<file path="src/rtl/lru_matrix_tracker_pkg.sv">
// Shared helpers for the matrix-based true-LRU tracker.
// A recency matrix is held in a fixed-stride flat vector:
// bit (i*LRU_MAX_WAYS + j) = 1 means way i is more recent than way j.
package lru_pkg;

    localparam int unsigned LRU_MAX_WAYS = 16;
    localparam int unsigned LRU_MAT_W    = LRU_MAX_WAYS * LRU_MAX_WAYS;

    typedef logic [LRU_MAT_W-1:0] lru_mat_t;

    // Reset ordering: a higher way index is more recent, so way 0 starts as LRU.
    function automatic lru_mat_t lru_reset_matrix(input int unsigned ways);
        lru_mat_t m;
        m = '0;
        for (int unsigned i = 0; i < LRU_MAX_WAYS; i++) begin
            for (int unsigned j = 0; j < LRU_MAX_WAYS; j++) begin
                m[i*LRU_MAX_WAYS+j] = ((i < ways) && (j < ways) && (i > j)) ? 1'b1 : 1'b0;
            end
        end
        return m;
    endfunction

    // Touch: the way beats every other way (row set) and nobody beats it (column cleared).
    function automatic lru_mat_t lru_touch(input lru_mat_t m_in, input int unsigned way,
                                           input int unsigned ways);
        lru_mat_t m;
        m = m_in;
        for (int unsigned i = 0; i < LRU_MAX_WAYS; i++) begin
            for (int unsigned j = 0; j < LRU_MAX_WAYS; j++) begin
                if ((i < ways) && (j < ways) && (i != j)) begin
                    if (i == way) begin
                        m[i*LRU_MAX_WAYS+j] = 1'b1;
                    end else if (j == way) begin
                        m[i*LRU_MAX_WAYS+j] = 1'b0;
                    end else begin
                        m[i*LRU_MAX_WAYS+j] = m_in[i*LRU_MAX_WAYS+j];
                    end
                end else begin
                    m[i*LRU_MAX_WAYS+j] = m_in[i*LRU_MAX_WAYS+j];
                end
            end
        end
        return m;
    endfunction

    // Invalidate: the way beats nobody (row cleared) and every other way beats it (column set).
    function automatic lru_mat_t lru_invalidate(input lru_mat_t m_in, input int unsigned way,
                                                input int unsigned ways);
        lru_mat_t m;
        m = m_in;
        for (int unsigned i = 0; i < LRU_MAX_WAYS; i++) begin
            for (int unsigned j = 0; j < LRU_MAX_WAYS; j++) begin
                if ((i < ways) && (j < ways) && (i != j)) begin
                    if (i == way) begin
                        m[i*LRU_MAX_WAYS+j] = 1'b0;
                    end else if (j == way) begin
                        m[i*LRU_MAX_WAYS+j] = 1'b1;
                    end else begin
                        m[i*LRU_MAX_WAYS+j] = m_in[i*LRU_MAX_WAYS+j];
                    end
                end else begin
                    m[i*LRU_MAX_WAYS+j] = m_in[i*LRU_MAX_WAYS+j];
                end
            end
        end
        return m;
    endfunction

endpackage

</file>
<file path="src/rtl/lru_matrix_tracker_if.sv">
// Access / invalidate / query bundle of the LRU tracker.
interface lru_matrix_tracker_if #(
    parameter int unsigned WAYS      = 4,
    parameter int unsigned SETS      = 2,
    parameter int unsigned NUM_PORTS = 2,
    localparam int unsigned WAY_W    = $clog2(WAYS),
    localparam int unsigned SET_W    = (SETS > 1) ? $clog2(SETS) : 1
);
    logic [NUM_PORTS-1:0]            acc_v_i;
    logic [NUM_PORTS-1:0][SET_W-1:0] acc_set_i;
    logic [NUM_PORTS-1:0][WAY_W-1:0] acc_way_i;
    logic                            inv_v_i;
    logic [SET_W-1:0]                inv_set_i;
    logic [WAY_W-1:0]                inv_way_i;
    logic                            query_v_i;
    logic [SET_W-1:0]                query_set_i;
    logic [WAYS-1:0]                 lock_mask_i;
    logic                            victim_v_o;
    logic [WAY_W-1:0]                victim_way_o;
    logic                            all_locked_o;

    modport master (
        output acc_v_i, acc_set_i, acc_way_i, inv_v_i, inv_set_i, inv_way_i,
               query_v_i, query_set_i, lock_mask_i,
        input  victim_v_o, victim_way_o, all_locked_o
    );

    modport slave (
        input  acc_v_i, acc_set_i, acc_way_i, inv_v_i, inv_set_i, inv_way_i,
               query_v_i, query_set_i, lock_mask_i,
        output victim_v_o, victim_way_o, all_locked_o
    );
endinterface

</file>
<file path="src/rtl/lru_matrix_tracker_victim_select.sv">
// Victim candidate extraction and lowest-index priority encoder.

// A way is a candidate when it is unlocked and no unlocked way is older than it
// (its row, restricted to unlocked ways, is all zero).
module lru_victim_select #(
    parameter int unsigned WAYS = 4
) (
    input  logic [WAYS-1:0][WAYS-1:0] rows_i,
    input  logic [WAYS-1:0]           lock_mask_i,
    output logic [WAYS-1:0]           cand_o
);
    logic [WAYS-1:0] unlocked_s;

    assign unlocked_s = ~lock_mask_i;

    // Per-way candidate test over the unlocked subset.
    always_comb begin
        cand_o = '0;
        for (int i = 0; i < int'(WAYS); i++) begin
            cand_o[i] = unlocked_s[i] & ~(|(rows_i[i] & unlocked_s));
        end
    end
endmodule

// Lowest set bit wins; none_o flags an empty request vector.
module priority_encoder #(
    parameter int unsigned WIDTH = 4,
    localparam int unsigned IDX_W = (WIDTH > 1) ? $clog2(WIDTH) : 1
) (
    input  logic [WIDTH-1:0] req_i,
    output logic [IDX_W-1:0] idx_o,
    output logic             none_o
);
    // Scan from the top down so the lowest requesting index is the last to write.
    always_comb begin
        idx_o  = '0;
        none_o = 1'b1;
        for (int i = int'(WIDTH) - 1; i >= 0; i--) begin
            idx_o  = req_i[i] ? IDX_W'(i) : idx_o;
            none_o = req_i[i] ? 1'b0 : none_o;
        end
    end
endmodule

</file>
<file path="src/rtl/lru_matrix_tracker.sv">
// Multi-set, multi-port true-LRU tracker with a per-set recency matrix.
// Touches apply in port order, then the invalidate; the victim is
// computed from the pre-update state and registered one cycle later.
module lru_matrix_tracker
    import lru_pkg::*;
#(
    parameter int unsigned WAYS      = 4,
    parameter int unsigned SETS      = 2,
    parameter int unsigned NUM_PORTS = 2,
    localparam int unsigned WAY_W    = $clog2(WAYS),
    localparam int unsigned SET_W    = (SETS > 1) ? $clog2(SETS) : 1
) (
    input  logic                 clk_i,
    input  logic                 reset_n_i,
    lru_matrix_tracker_if.slave  bus
);
    typedef logic [WAYS-1:0][WAYS-1:0] way_mat_t;
    typedef logic [WAYS-1:0]           way_vec_t;

    lru_mat_t         m_r     [SETS];
    lru_mat_t         m_nxt_s [SETS];
    way_mat_t         rows_s;
    way_vec_t         cand_s;
    logic [WAY_W-1:0] pe_idx_s;
    logic             pe_none_s;
    logic [WAY_W-1:0] way_s;
    logic             all_locked_s;
    logic             victim_v_r;
    logic [WAY_W-1:0] victim_way_r;
    logic             all_locked_r;

    // Next matrix: each set folds in its own touches in port order, then the invalidate.
    always_comb begin
        for (int s = 0; s < int'(SETS); s++) begin
            m_nxt_s[s] = m_r[s];
            for (int p = 0; p < int'(NUM_PORTS); p++) begin
                m_nxt_s[s] = (bus.acc_v_i[p] && (bus.acc_set_i[p] == SET_W'(s)))
                           ? lru_touch(m_nxt_s[s], 32'(bus.acc_way_i[p]), WAYS)
                           : m_nxt_s[s];
            end
            m_nxt_s[s] = (bus.inv_v_i && (bus.inv_set_i == SET_W'(s)))
                       ? lru_invalidate(m_nxt_s[s], 32'(bus.inv_way_i), WAYS)
                       : m_nxt_s[s];
        end
    end

    // Recency state per set.
    always_ff @(posedge clk_i or negedge reset_n_i) begin
        if (!reset_n_i) begin
            for (int s = 0; s < int'(SETS); s++) begin
                m_r[s] <= lru_reset_matrix(WAYS);
            end
        end else begin
            for (int s = 0; s < int'(SETS); s++) begin
                m_r[s] <= m_nxt_s[s];
            end
        end
    end

    // Row vectors of the queried set, taken from the current (pre-update) state.
    always_comb begin
        rows_s = '0;
        for (int s = 0; s < int'(SETS); s++) begin
            for (int i = 0; i < int'(WAYS); i++) begin
                for (int j = 0; j < int'(WAYS); j++) begin
                    rows_s[i][j] = (bus.query_set_i == SET_W'(s))
                                 ? m_r[s][i*LRU_MAX_WAYS+j] : rows_s[i][j];
                end
            end
        end
    end

    lru_victim_select #(
        .WAYS        (WAYS)
    ) u_victim_select (
        .rows_i      (rows_s),
        .lock_mask_i (bus.lock_mask_i),
        .cand_o      (cand_s)
    );

    priority_encoder #(
        .WIDTH  (WAYS)
    ) u_priority_encoder (
        .req_i  (cand_s),
        .idx_o  (pe_idx_s),
        .none_o (pe_none_s)
    );

    assign all_locked_s = (bus.lock_mask_i == {WAYS{1'b1}});
    assign way_s        = pe_none_s ? {WAY_W{1'b0}} : pe_idx_s;

    // Registered victim result; way and all-locked hold between queries.
    always_ff @(posedge clk_i or negedge reset_n_i) begin
        if (!reset_n_i) begin
            victim_v_r   <= 1'b0;
            victim_way_r <= {WAY_W{1'b0}};
            all_locked_r <= 1'b0;
        end else begin
            victim_v_r <= bus.query_v_i;
            if (bus.query_v_i) begin
                victim_way_r <= way_s;
                all_locked_r <= all_locked_s;
            end else begin
                victim_way_r <= victim_way_r;
                all_locked_r <= all_locked_r;
            end
        end
    end

    assign bus.victim_v_o   = victim_v_r;
    assign bus.victim_way_o = victim_way_r;
    assign bus.all_locked_o = all_locked_r;
endmodule

</file>
<file path="src/flat_wrapper.sv">
// flat-port wrapper written by rule: the top's interface ports become plain ports
module lru_matrix_tracker_flat import lru_pkg::*;
#(
    parameter int unsigned WAYS      = 4,
    parameter int unsigned SETS      = 2,
    parameter int unsigned NUM_PORTS = 2,
    localparam int unsigned WAY_W    = $clog2(WAYS),
    localparam int unsigned SET_W    = (SETS > 1) ? $clog2(SETS) : 1
)
  (clk_i, reset_n_i, bus_acc_v_i, bus_acc_set_i, bus_acc_way_i, bus_inv_v_i, bus_inv_set_i, bus_inv_way_i, bus_query_v_i, bus_query_set_i, bus_lock_mask_i, bus_victim_v_o, bus_victim_way_o, bus_all_locked_o);
  lru_matrix_tracker_if #(.WAYS(WAYS), .SETS(SETS), .NUM_PORTS(NUM_PORTS)) bus_i ();
  input  logic clk_i;
  input  logic reset_n_i;
  input wire logic [$bits(bus_i.acc_v_i)-1:0] bus_acc_v_i;
  input wire logic [$bits(bus_i.acc_set_i)-1:0] bus_acc_set_i;
  input wire logic [$bits(bus_i.acc_way_i)-1:0] bus_acc_way_i;
  input wire logic [$bits(bus_i.inv_v_i)-1:0] bus_inv_v_i;
  input wire logic [$bits(bus_i.inv_set_i)-1:0] bus_inv_set_i;
  input wire logic [$bits(bus_i.inv_way_i)-1:0] bus_inv_way_i;
  input wire logic [$bits(bus_i.query_v_i)-1:0] bus_query_v_i;
  input wire logic [$bits(bus_i.query_set_i)-1:0] bus_query_set_i;
  input wire logic [$bits(bus_i.lock_mask_i)-1:0] bus_lock_mask_i;
  output wire logic [$bits(bus_i.victim_v_o)-1:0] bus_victim_v_o;
  output wire logic [$bits(bus_i.victim_way_o)-1:0] bus_victim_way_o;
  output wire logic [$bits(bus_i.all_locked_o)-1:0] bus_all_locked_o;
  assign bus_i.acc_v_i = bus_acc_v_i;
  assign bus_i.acc_set_i = bus_acc_set_i;
  assign bus_i.acc_way_i = bus_acc_way_i;
  assign bus_i.inv_v_i = bus_inv_v_i;
  assign bus_i.inv_set_i = bus_inv_set_i;
  assign bus_i.inv_way_i = bus_inv_way_i;
  assign bus_i.query_v_i = bus_query_v_i;
  assign bus_i.query_set_i = bus_query_set_i;
  assign bus_i.lock_mask_i = bus_lock_mask_i;
  assign bus_victim_v_o = bus_i.victim_v_o;
  assign bus_victim_way_o = bus_i.victim_way_o;
  assign bus_all_locked_o = bus_i.all_locked_o;
  lru_matrix_tracker #(.WAYS(WAYS), .SETS(SETS), .NUM_PORTS(NUM_PORTS)) u_core (.clk_i(clk_i), .reset_n_i(reset_n_i), .bus(bus_i));
endmodule
</file>
<file path="config.mk">
export PLATFORM = sky130hd
export DESIGN_NAME = lru_matrix_tracker_flat
export DESIGN_NICKNAME = d
export VERILOG_FILES = /design/src/rtl/lru_matrix_tracker_pkg.sv /design/src/rtl/lru_matrix_tracker_if.sv /design/src/rtl/lru_matrix_tracker_victim_select.sv /design/src/rtl/lru_matrix_tracker.sv /design/src/flat_wrapper.sv
export SDC_FILE = /design/constraint.sdc
export NUM_CORES = 1
export LEC_CHECK = 0
export BUFFER_PORTS_ARGS = -buffer_cell sky130_fd_sc_hd__buf_2
export CAP_MARGIN = 15
export CORE_ASPECT_RATIO = 0.5
export CORE_MARGIN = 2
export CORE_UTILIZATION = 55
export DETAILED_ROUTE_END_ITERATION = 12
export GPL_TIMING_DRIVEN = 0
export PLACE_DENSITY = 0.86
export SYNTH_ARGS = -nofsm -noshare
export SYNTH_HDL_FRONTEND = slang
export SYNTH_HIERARCHICAL = 1
export SYNTH_SLANG_ARGS = --single-unit
</file>
<file path="constraint.sdc">
create_clock -name clk_i -period 2.5 [get_ports clk_i]
set_input_delay 0.625 -clock clk_i [delete_from_list [all_inputs] [get_ports clk_i]]
set_output_delay 0.625 -clock clk_i [all_outputs]
set_load 0.02 [all_outputs]
</file>
## Yosys cells after proc, flatten, opt, wreduce, memory -nomap -nowiden

Index checks and enable logic that the tools add are counted.

| word-level totals | value |
|---|---|
| bits in registers | 516 |
| bits of input ports | 20 |
| word-level logic and storage cells | 219 |

| operators by class | value |
|---|---|
| eq/ne operators | 10 |
| multiplexer cells | 175 |
| bitwise operators | 16 |
| reductions and logical operators | 13 |

Operator list:

| kind | number |
|---|---|
| 51-bit 2-to-1 mux | 6 |
| 1-bit 2-to-1 mux | 164 |
| 4-bit AND | 4 |
| 4-bit OR reduction | 4 |
| 2-bit equality test, first input constant | 6 |
| 2-bit 2-to-1 mux | 5 |
| 1-bit inverter | 7 |
| 1-bit by 2-bit equality test with 1-bit output, first input constant | 3 |
| 1-bit logical AND | 6 |
| 2-bit logical NOT | 3 |
| 1-bit AND | 4 |
| 4-bit equality test, second input constant | 1 |
| 4-bit inverter | 1 |

## Depth between registers and ports, before layout

Gate-level depths: netlist of the first run.

| depth | value |
|---|---|
| word-level depth | 10 |
| depth in mapped cells | 9 |
| gate-level depth less buffers | 8 |

## Hierarchy

Netlist of the first run, hierarchy kept.

Modules (own cells, without submodules):

| module | instances | cells an instance | area each (um^2) | sequential area each (um^2) |
|---|---|---|---|---|
| lru_matrix_tracker | 1 | 203 | 1841.8 | 715.7 |
| lru_victim_select | 1 | 20 | 125.1 | 0.0 |
| priority_encoder | 1 | 6 | 36.3 | 0.0 |

## Worst setup path before layout of the first run

Ideal clock, no wire load.

| timing | value |
|---|---|
| path kind | input -> register |
| from | input bus_query_set_i |
| to | register u_core.victim_way_r[0] (netlist: u_core/bus.victim_way_o[0]) |
| setup time | 126 ps |
| data arrival time | 1868 ps |
| path slack | 506 ps |
| cell stages on the path | 8 |
| buffers on the path | 1 |
| cell sequence | buf_1 mux2_2 nand2b_1 o2111a_1 nand2b_1 a21oi_1 nand3b_1 o21ai_0 |

RTL lines:

| element | line | text |
|---|---|---|
| from (decl) | flat_wrapper.sv:21 | `input wire logic [$bits(bus_i.query_set_i)-1:0] bus_query_set_i;` |
| to (signal assigned) | lru_matrix_tracker.sv:96 | `victim_way_r <= {WAY_W{1'b0}};` |
| to (signal assigned) | lru_matrix_tracker.sv:101 | `victim_way_r <= way_s;` |
| to (signal assigned) | lru_matrix_tracker.sv:104 | `victim_way_r <= victim_way_r;` |
| to (decl) | lru_matrix_tracker.sv:29 | `logic [WAY_W-1:0] victim_way_r;` |

==> summary.md, run 1 <==
| Metric | Value |
|---|---|
| Worst-Margin Slew | `0.622 ns` |
| Skew final | `around 0.0015 ns` |
| Vias in the first global route | `~1,800` |
| Synth Area per Inst | `a little under 9 µm²` |
| Vias per inst | `between 6 and 7` |
| Max-slew violations | `0` |
| Top Usage Layer GRT | `met2` |
| GRT Total Usage | `between 20% and 30%` |
| Post CTS Setup Buffer Count | `0` |
| First-pass DRT Iterations | `8` |
| Met3 usage | `about 6.6%` |
| Post-synthesis async set-or-reset flop share | `100%` |
| Post-DRT Antenna Nets | `0` |
| Filler instances | `between 300 and 400` |
| Routed WL per cell | `18.3 µm` |
| Number of inserted diodes | `0` |
| TritonCTS clock tree | `done` |
| Area of the core | `approximately 0.0035 mm²` |
| Clock sink count | `28` |
| DRC viols | `0` |
| Fraction of the mapped netlist area in simple logic gates | `a little over a quarter` |
| Critical Path Source Type | `input pin` |
| Total number of vias | `slightly below 2,000` |
| Unrepaired setup endpoints after global routing | `false` |
| Largest net degree at the start of global routing | `29` |
| Worst Hold Class | `in -> async` |
| # IOs | `24` |
| Register bit total from synthesis | `28` |
| CP Capture Type | `flop` |
| Synth Area in XOR/XNOR | `0%` |
| Hold Fails Final Rpt | `0` |
| Multiplexer area fraction after synthesis | `6.68%` |
| Net Sw Frac | `32.7%` |
| Global-route wire length before repair | `a little under 9 mm` |
| Slew margin rel. | `58.5%` |
| Post-cts sizing count | `0` |
| Fin crit period | `roughly 2.0 ns` |
| Die W | `approximately 89 µm` |
| TritonCTS buffer count | `3` |
| Critical Path RT | `2.71 ns` |
| Arr. time, crit path | `roughly 2.2 ns` |
| Critical path class | `in -> reg` |
| Die ar. | `around 0.0042 mm²` |
| Clock Tree Buf Depth | `2` |
| Cell Rows | `15` |
| Top_reg_cell synth | `dfrtp_1` |
| Layout cells sized above 1 | `a little under a quarter` |
| Die height | `46.7 µm` |
| Buf/Inv on CP | `3` |
| Area Overhead vs Synth | `11.5%` |
| Pint | `0.000908 W` |
| GPL Wtd Cong | `roughly 0.98` |
| Yosys warnings | `6` |
| Slowest cell on crit path | `mux2_2` |
| Met1 track demand over resource | `41.0%` |
| Status | `finished, final reports clean` |
| M2 GR Usage | `44.7%` |
| Final setup violating endpoints | `0` |
| Number of distinct library cells after synthesis | `54` |
| Critical path fanouts, max | `10` |
| PD cells | `just over 600 mW/mm²` |
| H-tree Lvls | `1` |
| Cell Area, Synth | `0.00200 mm²` |
| Clk pwr share | `around a fifth` |
| GRT overflow | `0` |
| Period utilisation layout | `~81%` |
| Post-synthesis adder-cell area fraction | `0%` |
| CTS root buffer | `clkbuf_8` |
| Most frequent cells in the layout | `25 x buf_2, 19 x nor2_1, 16 x dfrtp_1, 14 x nand2_1` |
| Post-DP HPWL | `4.29 mm` |
| Largest family of logic cells by synthesized area | `simple AND/OR/NAND/NOR gates` |
| Fmax | `between 400 and 500 MHz` |
| CP peak stage delay | `around 0.40 ns` |
| Max cap viols | `0` |
| 1st-iter DRT viols | `299` |
| I/O Buffers | `20` |
| Total power | `between 0.001 and 0.0015 W` |
| Register area share after synthesis | `35.7%` |
| Combinational fraction of design power | `31.6%` |
| Most common cell after layout, fill and taps aside | `buf_2` |
| Compound-Gate Fraction of Synth Area | `26.0%` |
| Crit path max-delay family | `buffers and inverters` |
| Final nets | `approximately 280` |
| Initial core utilization | `between 50% and 60%` |
| CP Cell Sequence | `buf_2 -> buf_1 -> mux2_2 -> nand2b_1 -> o2111a_1 -> inv_1 -> a21oi_1 -> nand3b_1 -> o21ai_0` |
| Mapped Cells | `approximately 230` |
| Clock Pin Slew Worst Setup and Hold Paths | `0.09 ns` |
| Sw Pwr | `approximately 0.00044 W` |
| Final setup TNS | `0 ns` |
| Max IR drop VDD | `slightly above 300 µV` |
| Hold_buf cts | `0` |
| Share of power burned in registers | `47.4%` |
| Initial antenna violation count | `1` |
| WL final | `between 5 and 6 mm` |
| Post-synth EDFFs | `0` |
| Clk Latency, worst-skew pair | `between 0.2 and 0.3 ns` |
| Static Leak | `0.943 nW` |
-- registers in the layout (all words and copies together), names as in the netlist --
| name | flops |
|---|---|
| u_core/bus.all_locked_o | 1 |
| u_core/bus.victim_v_o | 1 |
| u_core/bus.victim_way_o | 2 |
| u_core/m_r | 24 |
-- logic make-up (layout without fill, tap and decap cells) --
logic type	count (synthesis)	count (layout)
DFF	28	28
other	1	4
buffers and inverters	26	50
and+or+nand+nor	91	91
AOI/OAI and AO/OA	71	71
muxes	12	12
-- through the flow --
stage | worst slack, ns | area [µm²] | hold slack, ns | instances | util [%]
finish | 0.470 | 2230 | 0.346 | 307 | 64.7
global route | 0.321 | 2230 | 0.386 | 307 | 64.7
detailed placement | 0.180 | 2180 | 0.512 | 303 | 63.1
global placement | 0.191 | 2180 | 0.503 | 303 | 63.1
CTS | 0.471 | 2230 | 0.379 | 307 | 64.7
floorplan | 0.506 | 2010 | 0.329 | 232 | -
-- path summary, 6_finish.rpt --
check / startpoint / to / slack, ns / depth (start not counted)
min in group clk_i: bus_query_v_i / u_core/bus.victim_v_o / 0.52 / 1
worst min-delay path: reset_n_i / u_core/m_r[258] / 0.35 / 1
worst min register to register: u_core/bus.victim_way_o[1] / u_core/bus.victim_way_o[1] / 0.52 / 2
max in group asynchronous: reset_n_i / u_core/bus.victim_way_o[0] / 1.74 / 1
worst max-delay path: bus_query_set_i / u_core/bus.victim_way_o[0] / 0.47 / 9
worst max register to register: u_core/m_r[272] / u_core/bus.victim_way_o[1] / 0.89 / 6
-- area by class of cell --
class | instances | area (µm²) | share of cell area (%)
sequential | 28 | 716 | 32.0
clock buffer | 4 | 55.1 | 2.46
inverter | 13 | 48.8 | 2.18
buffer | 13 | 55.1 | 2.46
tap | 51 | 63.8 | 2.86
multi-input combinational | 178 | 1190 | 53.5
timing repair buffer | 20 | 100 | 4.48
-- power groups by stage --
stage               clock network, W  registers (W)  logic, W
floorplan                          0       0.000615  0.000307
finish                      0.000282       0.000640  0.000427
detailed placement                 0       0.000641  0.000415
global placement                   0       0.000638  0.000399
global route                0.000311       0.000647  0.000464
CTS                         0.000284       0.000633  0.000418
-- routing by layer --
metal	part of all wire (%)	vias to the layer above
met1	44	920
li1	-	909
met3	9.1	16
met5	0	-
met2	45	111
met4	1.8	0
-- synth_stat cells (all sizes together), types with 2 or more instances --
cell | count | share of area [%]
o21a | 6 | 2.2
clkbuf | 7 | 1.3
mux2 | 11 | 6.2
nor3b | 2 | 1.2
a21o | 2 | 0.75
nor2b | 6 | 1.9
o31ai | 3 | 1.1
o211ai | 2 | 0.75
o311a | 3 | 1.5
o221ai | 3 | 1.3
dfstp | 12 | 16
nand4 | 3 | 0.94
nand3 | 10 | 2.5
a21oi | 10 | 2.5
buf | 6 | 1.4
a211o | 3 | 1.3
a31oi | 5 | 1.6
and3b | 2 | 0.87
nor3 | 9 | 2.5
inv | 13 | 2.4
nand3b | 5 | 1.9
nand2 | 14 | 2.6
a21boi | 3 | 1.1
dfrtp | 16 | 20
o2111a | 4 | 2.2
a221oi | 2 | 1.2
nand2b | 12 | 3.7
a211oi | 5 | 2.1
o21ai | 13 | 3.2
and3 | 2 | 0.62
nor2 | 19 | 3.6
Power figures use the tool's default switching activity.
==> inputs of run 2 (changes only) <==
ABC_AREA = 1   (was unset)
CORE_UTILIZATION = 52   (was 55)
clock period = 1.7 ns   (was 2.5 ns; I/O delays follow)
==> summary.md, run 2 <==
| Metric | Value |
|---|---|
| Status | `finished, final reports clean` |
| Post-DP HPWL | `about 3.8 mm` |
| Number of distinct library cells after synthesis | `24` |
| Area of the core | `0.00349 mm²` |
| GPL Wtd Cong | `around 1.0` |
| Compound-Gate Fraction of Synth Area | `13.9%` |
| Die ar. | `about 0.0043 mm²` |
| Clock sink count | `28` |
| Unrepaired setup endpoints after global routing | `false` |
| Fmax | `620 MHz` |
| Final nets | `about 340` |
| Number of inserted diodes | `0` |
| Initial core utilization | `between 50% and 60%` |
| TritonCTS buffer count | `3` |
| Post-synth top area share | `20.7%` |
| Critical Path Source Type | `input pin` |
| Post-synthesis async set-or-reset flop share | `100%` |
| Max reg flops | `24` |
| Top Usage Layer GRT | `met2` |
| Clock Tree Buf Depth | `2` |
| Die height | `between 40 and 50 µm` |
| Static Leak | `between 1 and 1.5 nW` |
| Register Area | `approximately 720 µm²` |
| 1st-iter DRT viols | `~270` |
| First-pass DRT Iterations | `6` |
| Clk Latency, worst-skew pair | `0.29 ns` |
| CTS root buffer | `clkbuf_8` |
| DRC viols | `0` |
| Arr. time, crit path | `between 1.5 and 2 ns` |
| Skew final | `around 0.0036 ns` |
| Yosys warnings | `6` |
| Setup WS pre-CTS | `-0.225 ns` |
| Placement Cell Area | `between 0.002 and 0.0025 mm²` |
| I/O Buffers | `20` |
| Final setup violating endpoints | `0` |
| Most common cell after layout, fill and taps aside | `nand2_1` |
| GRT Total Usage | `around 25%` |
| Buf/Inv on CP | `4` |
| Period utilisation layout | `about 95%` |
| Slowest cell on crit path | `o21ai_0` |
| PD cells | `between 800 and 900 mW/mm²` |
| Max IR drop VDD | `408 µV` |
| H-tree Lvls | `1` |
| Cell Rows | `15` |
| M2 GR Usage | `about two fifths` |
| Max-slew violations | `0` |
| GRT overflow | `0` |
| CP Capture Type | `flop` |
| Met3 usage | `around 7.2%` |
| Worst Hold Class | `in -> async` |
| Register bit total from synthesis | `28` |
| Synth Area per Inst | `~6.6 µm²` |
| Critical Path RT | `between 1.5 and 2 ns` |
| CP peak stage delay | `roughly 0.36 ns` |
| Placed insts | `between 300 and 400` |
| Largest net degree at the start of global routing | `29` |
| Layout Cells excl Fill | `approximately 370` |
| Worst reg2reg startpoint | `u_core/m_r[272]` |
| Total number of vias | `2,017` |
| CP Cell Sequence | `buf_2 -> clkbuf_2 -> o21ai_0 -> nand2_1 -> nand2_1 -> nor2_1 -> inv_1 -> nand2_1 -> nor2_1 -> inv_1 -> nand3_1 -> o21ai_0` |
| Synth Area in XOR/XNOR | `0%` |
| Flop-to-flop setup slack | `0.10 ns` |
| Most frequent cells in the layout | `98 x nand2_1, 38 x inv_1, 25 x nor2_1, 23 x a21oi_1, 22 x buf_2` |
| Initial antenna violation count | `0` |
| Filler instances | `~330` |
| WL final | `around 5 mm` |
| Register area share after synthesis | `a little under two fifths` |
| Layout cells sized above 1 | `between 20% and 30%` |
| Fin area | `0.00216 mm²` |
| Die W | `around 90 µm` |
| Fin crit period | `1.61 ns` |
| Post-synthesis adder-cell area fraction | `0%` |
| Post-synth EDFFs | `0` |
| Met1 track demand over resource | `34.6%` |
| Vias per inst | `around 5.5` |
| Reg with most FFs | `u_core/m_r` |
| Area Overhead vs Synth | `12.0%` |
| TritonCTS clock tree | `done` |
| Crit path max-delay family | `buffers and inverters` |
| Commonest cells in the netlist | `98 x nand2_1, 38 x inv_1, 25 x nor2_1, 23 x a21oi_1` |
| Post CTS Setup Buffer Count | `0` |
| Max cap viols | `0` |
| Clock Pin Slew Worst Setup and Hold Paths | `0.10 ns` |
| Vias in the first global route | `between 1,500 and 2,000` |
| Multiplexer area fraction after synthesis | `under 10%` |
| Global-route wire length before repair | `slightly above 8 mm` |
| Slew margin rel. | `56.9%` |
| Largest family of logic cells by synthesized area | `simple AND/OR/NAND/NOR gates` |
| Critical path class | `in -> reg` |
| Post-DRT Antenna Nets | `0` |
| Most frequent CP cell | `nand2_1` |
| Routed WL per cell | `between 10 and 15 µm` |
| Fraction of the mapped netlist area in simple logic gates | `a little over a third` |
| Critical path fanouts, max | `10` |
| Multi-input gate area | `a little over 0.001 mm²` |
| Endpoint of the worst register-to-register path | `u_core/bus.victim_way_o[1]` |
| Post-route setup slack | `approximately 0.086 ns` |
| Top_reg_cell synth | `dfrtp_1` |
| Worst-Margin Slew | `0.647 ns` |
| Mapped Cells | `approximately 290` |
| Top post-synthesis cells by area | `dfrtp_1 21%, nand2_1 19%, dfstp_2 16%` |
| # IOs | `24` |
| Leading area contributor after synthesis | `dfrtp_1` |
| Worst r2r path cells | `11` |
| Count leader, synth | `nand2_1` |
| Cell Area, Synth | `about 0.0019 mm²` |
| Hold Fails Final Rpt | `0` |
-- run 2: changes by cell type after synthesis, sizes merged, moves of 6 or more --
cell / change
nor2: +18
clkbuf: -6
o21ai: +6
mux2: -6
nand3: +7
o21a: -6
nand2b: -12
a21oi: +13
nor2b: -6
inv: +32
nand2: +87
nor3: -6
-- run 2: area by class of cell --
class                      instances  area share, %
clock buffer                       4           2.54
sequential                        28           33.1
timing repair buffer              20           4.62
buffer                             4           1.04
tap                               51           2.95
inverter                          45           7.92
multi-input combinational        217           47.9
-- run 2: timing repair --
action | in CTS | in global routing
setup endpoints to repair | 0 | 2
resized for setup | 0 | 2
hold buffers | 0 | 0
-- run 2: worst max path at each step --
stage / startpoint / slack [ns] / end / cells past startpoint
after floorplan: bus_query_set_i / 0.06 / u_core/bus.victim_way_o[1] / 13
after global placement: bus_query_set_i / -0.20 / u_core/bus.victim_way_o[0] / 10
after detailed placement: bus_query_set_i / -0.22 / u_core/bus.victim_way_o[1] / 13
after CTS: bus_query_set_i / 0.08 / u_core/bus.victim_way_o[1] / 12
after global routing: u_core/m_r[272] / 0.02 / u_core/bus.victim_way_o[1] / 11
final: bus_query_set_i / 0.09 / u_core/bus.victim_way_o[1] / 12
-- run 2: cell families after synthesis --
| kind of cell | Yosys count |
|---|---|
| flops | 28 |
| compound gates | 50 |
| simple gates | 158 |
| mux | 5 |
| other cells | 1 |
| buf+inv | 49 |
-- run 2: routing by layer --
| layer | up-vias | share of wire [%] |
|---|---|---|
| met5 | - | 0 |
| met4 | 0 | 1.4 |
| met1 | 912 | 45 |
| met3 | 11 | 12 |
| li1 | 964 | - |
| met2 | 130 | 42 |
-- run 2: per-stage QoR --
stage                     power (W)  util (%)  hold slack [ns]  setup TNS (ns)
after CTS                   0.00182      62.0            0.173               0
after global routing        0.00195      62.0            0.188               0
final                       0.00183      62.0            0.153               0
after floorplan             0.00123         -            0.129               0
after global placement      0.00137      60.4            0.474          -0.396
after detailed placement    0.00139      60.4            0.488          -0.449
-- run 2: power by group --
part | switching, W | internal [W] | total (W)
sequential | 0.0000582 | 0.000816 | 0.000874
combinational | 0.000331 | 0.000193 | 0.000524
clock | 0.000222 | 0.000208 | 0.000430
==> inputs of run 3 (changes only) <==
CELL_PAD_IN_SITES_DETAIL_PLACEMENT = 1   (was unset)
CELL_PAD_IN_SITES_GLOBAL_PLACEMENT = 1   (was unset)
CORE_UTILIZATION = 37   (was 52)
CTS_CLUSTER_DIAMETER = 200   (was unset)
==> summary.md, run 3 (synthesis gave the netlist of run 2 again) <==
| Metric | Value |
|---|---|
| Status | `finished, final reports clean` |
| Area of the core | `0.00498 mm²` |
| Most frequent cells in the layout | `98 x nand2_1, 38 x inv_1, 25 x nor2_1, 22 x a21oi_1, 21 x buf_2` |
| Layout cells sized above 1 | `around 22%` |
| Endpoint of the worst register-to-register path | `u_core/bus.victim_way_o[0]` |
| TritonCTS clock tree | `done` |
| Critical Path Source Type | `input pin` |
| Layout Cells excl Fill | `~390` |
| Vias in the first global route | `2,072` |
| Fmax | `649 MHz` |
| GRT overflow | `0` |
| Setup WS pre-CTS | `-0.319 ns` |
| Post-DP HPWL | `4.98 mm` |
| Fin crit period | `between 1.5 and 2 ns` |
| Pint | `roughly 0.0012 W` |
| Die W | `~110 µm` |
| Die ar. | `just under 0.006 mm²` |
| Share of power burned in registers | `between 40% and 50%` |
| GPL Wtd Cong | `0.880` |
| Total number of vias | `~2,000` |
| Hold Fails Final Rpt | `0` |
| Area Overhead vs Synth | `13.7%` |
| Number of inserted diodes | `0` |
| First-pass DRT Iterations | `4` |
| Arr. time, crit path | `1.71 ns` |
| Worst-Margin Slew | `~0.63 ns` |
| Skew final | `~0.008 ns` |
| Critical path fanouts, max | `10` |
| Clock sink count | `28` |
| Combinational fraction of design power | `~29%` |
| Most common cell after layout, fill and taps aside | `nand2_1` |
| WL final | `just over 6 mm` |
| TritonCTS buffer count | `3` |
| Initial core utilization | `between 30% and 40%` |
| CTS root buffer | `clkbuf_8` |
| Post-route setup slack | `0.160 ns` |
| Initial antenna violation count | `0` |
| PD cells | `845 mW/mm²` |
| H-tree Lvls | `1` |
| Reg with most FFs | `u_core/m_r` |
| CP Capture Type | `flop` |
| Period utilisation layout | `90.6%` |
| Die height | `55.1 µm` |
| Critical Path RT | `between 1.5 and 2 ns` |
| Total power | `approximately 0.0019 W` |
| Vias per inst | `5.19` |
| Max cap viols | `0` |
| Largest net degree at the start of global routing | `29` |
| Net Sw Frac | `between 30% and 40%` |
| Placed insts | `around 380` |
| Max IR drop VDD | `roughly 320 µV` |
| Routed WL per cell | `roughly 16 µm` |
| Static Leak | `between 1 and 1.5 nW` |
| Slew margin rel. | `58.0%` |
| # IOs | `24` |
| Clock Pin Slew Worst Setup and Hold Paths | `0.10 ns` |
| Clock Tree Buf Depth | `2` |
| Final setup violating endpoints | `0` |
| Flop-to-flop setup slack | `0.19 ns` |
| Worst Hold Class | `in -> async` |
| Critical path class | `in -> reg` |
| Crit path launch | `bus_query_set_i` |
| Unrepaired setup endpoints after global routing | `false` |
| I/O Buffers | `20` |
| Global-route wire length before repair | `approximately 10 mm` |
| Sw Pwr | `around 0.00064 W` |
| Max-slew violations | `0` |
| Final nets | `between 300 and 400` |
| 1st-iter DRT viols | `146` |
| Fin util | `44.1%` |
| DRC viols | `0` |
| Clk pwr share | `between 20% and 30%` |
| Worst reg2reg startpoint | `u_core/m_r[33]` |
| Post-DRT Antenna Nets | `0` |
| GRT Total Usage | `approximately 23%` |
| Worst r2r path cells | `10` |
| Max reg flops | `24` |
| Cell Rows | `18` |
| Min Hold Slack | `approximately 0.14 ns` |
| Clk Latency, worst-skew pair | `0.28 ns` |
-- run 3: cell counts in the layout (fill, tap and decap cells not counted) --
Identical to the previous run, type by type.
-- run 3: what timing repair did --
item / 4_1_cts / 5_1_grt
hold buffers: 0 / 0
resized for setup: 1 / 7
endpoints found under the hold margin: 0 / 0
setup endpoints to repair: 2 / 2
setup buffers: 0 / 0
-- run 3: final cells by class --
cell class                 instances  area [µm²]
fill                             663        2780
sequential                        28         716
tap                               70        87.6
inverter                          45         171
clock buffer                       4        55.1
buffer                             4        27.5
timing repair buffer              20         100
multi-input combinational        217        1040
-- run 3: per-layer routing --
| layer | vias to the layer above | wire length (µm) | GRT usage [%] |
|---|---|---|---|
| li1 | 964 | - | - |
| met1 | 988 | 3050 | 30.6 |
| met2 | 56 | 2700 | 40.4 |
| met3 | 6 | 327 | 3.75 |
| met4 | 0 | 79 | 6.14 |
| met5 | - | 0 | 0 |
-- run 3: power groups by stage --
stage	Combinational [W]	Sequential [W]	Clock (W)
4_1_cts	0.000535	0.000880	0.000439
5_1_grt	0.000621	0.000892	0.000458
3_3_place_gp	0.000498	0.000885	0
6_report	0.000546	0.000883	0.000427
3_5_place_dp	0.000529	0.000891	0
2_1_floorplan	0.000358	0.000871	0
-- run 3: worst max-delay path by stage --
stage                                 end  cells after the start
2_1_floorplan  u_core/bus.victim_way_o[1]                     13
3_3_place_gp   u_core/bus.victim_way_o[0]                     10
3_5_place_dp   u_core/bus.victim_way_o[0]                     12
4_1_cts        u_core/bus.victim_way_o[0]                     13
5_1_grt        u_core/bus.victim_way_o[0]                     11
6_report       u_core/bus.victim_way_o[0]                     10
-- run 3: stage by stage --
| step | area, µm² | setup TNS [ns] |
|---|---|---|
| floorplan | 1940 | 0 |
| global placement | 2130 | -0.410 |
| detailed placement | 2130 | -0.633 |
| CTS | 2190 | 0 |
| global route | 2200 | 0 |
| finish | 2200 | 0 |
-- run 3: critical path, cell delays in order --
cell      delay (ns)
clkbuf_4        0.20
mux2_2          0.39
nand2_1         0.08
nand2_1         0.05
nor2_1          0.18
inv_1           0.08
nand2_1         0.07
a21oi_1         0.06
nand3_1         0.09
o21ai_0         0.08
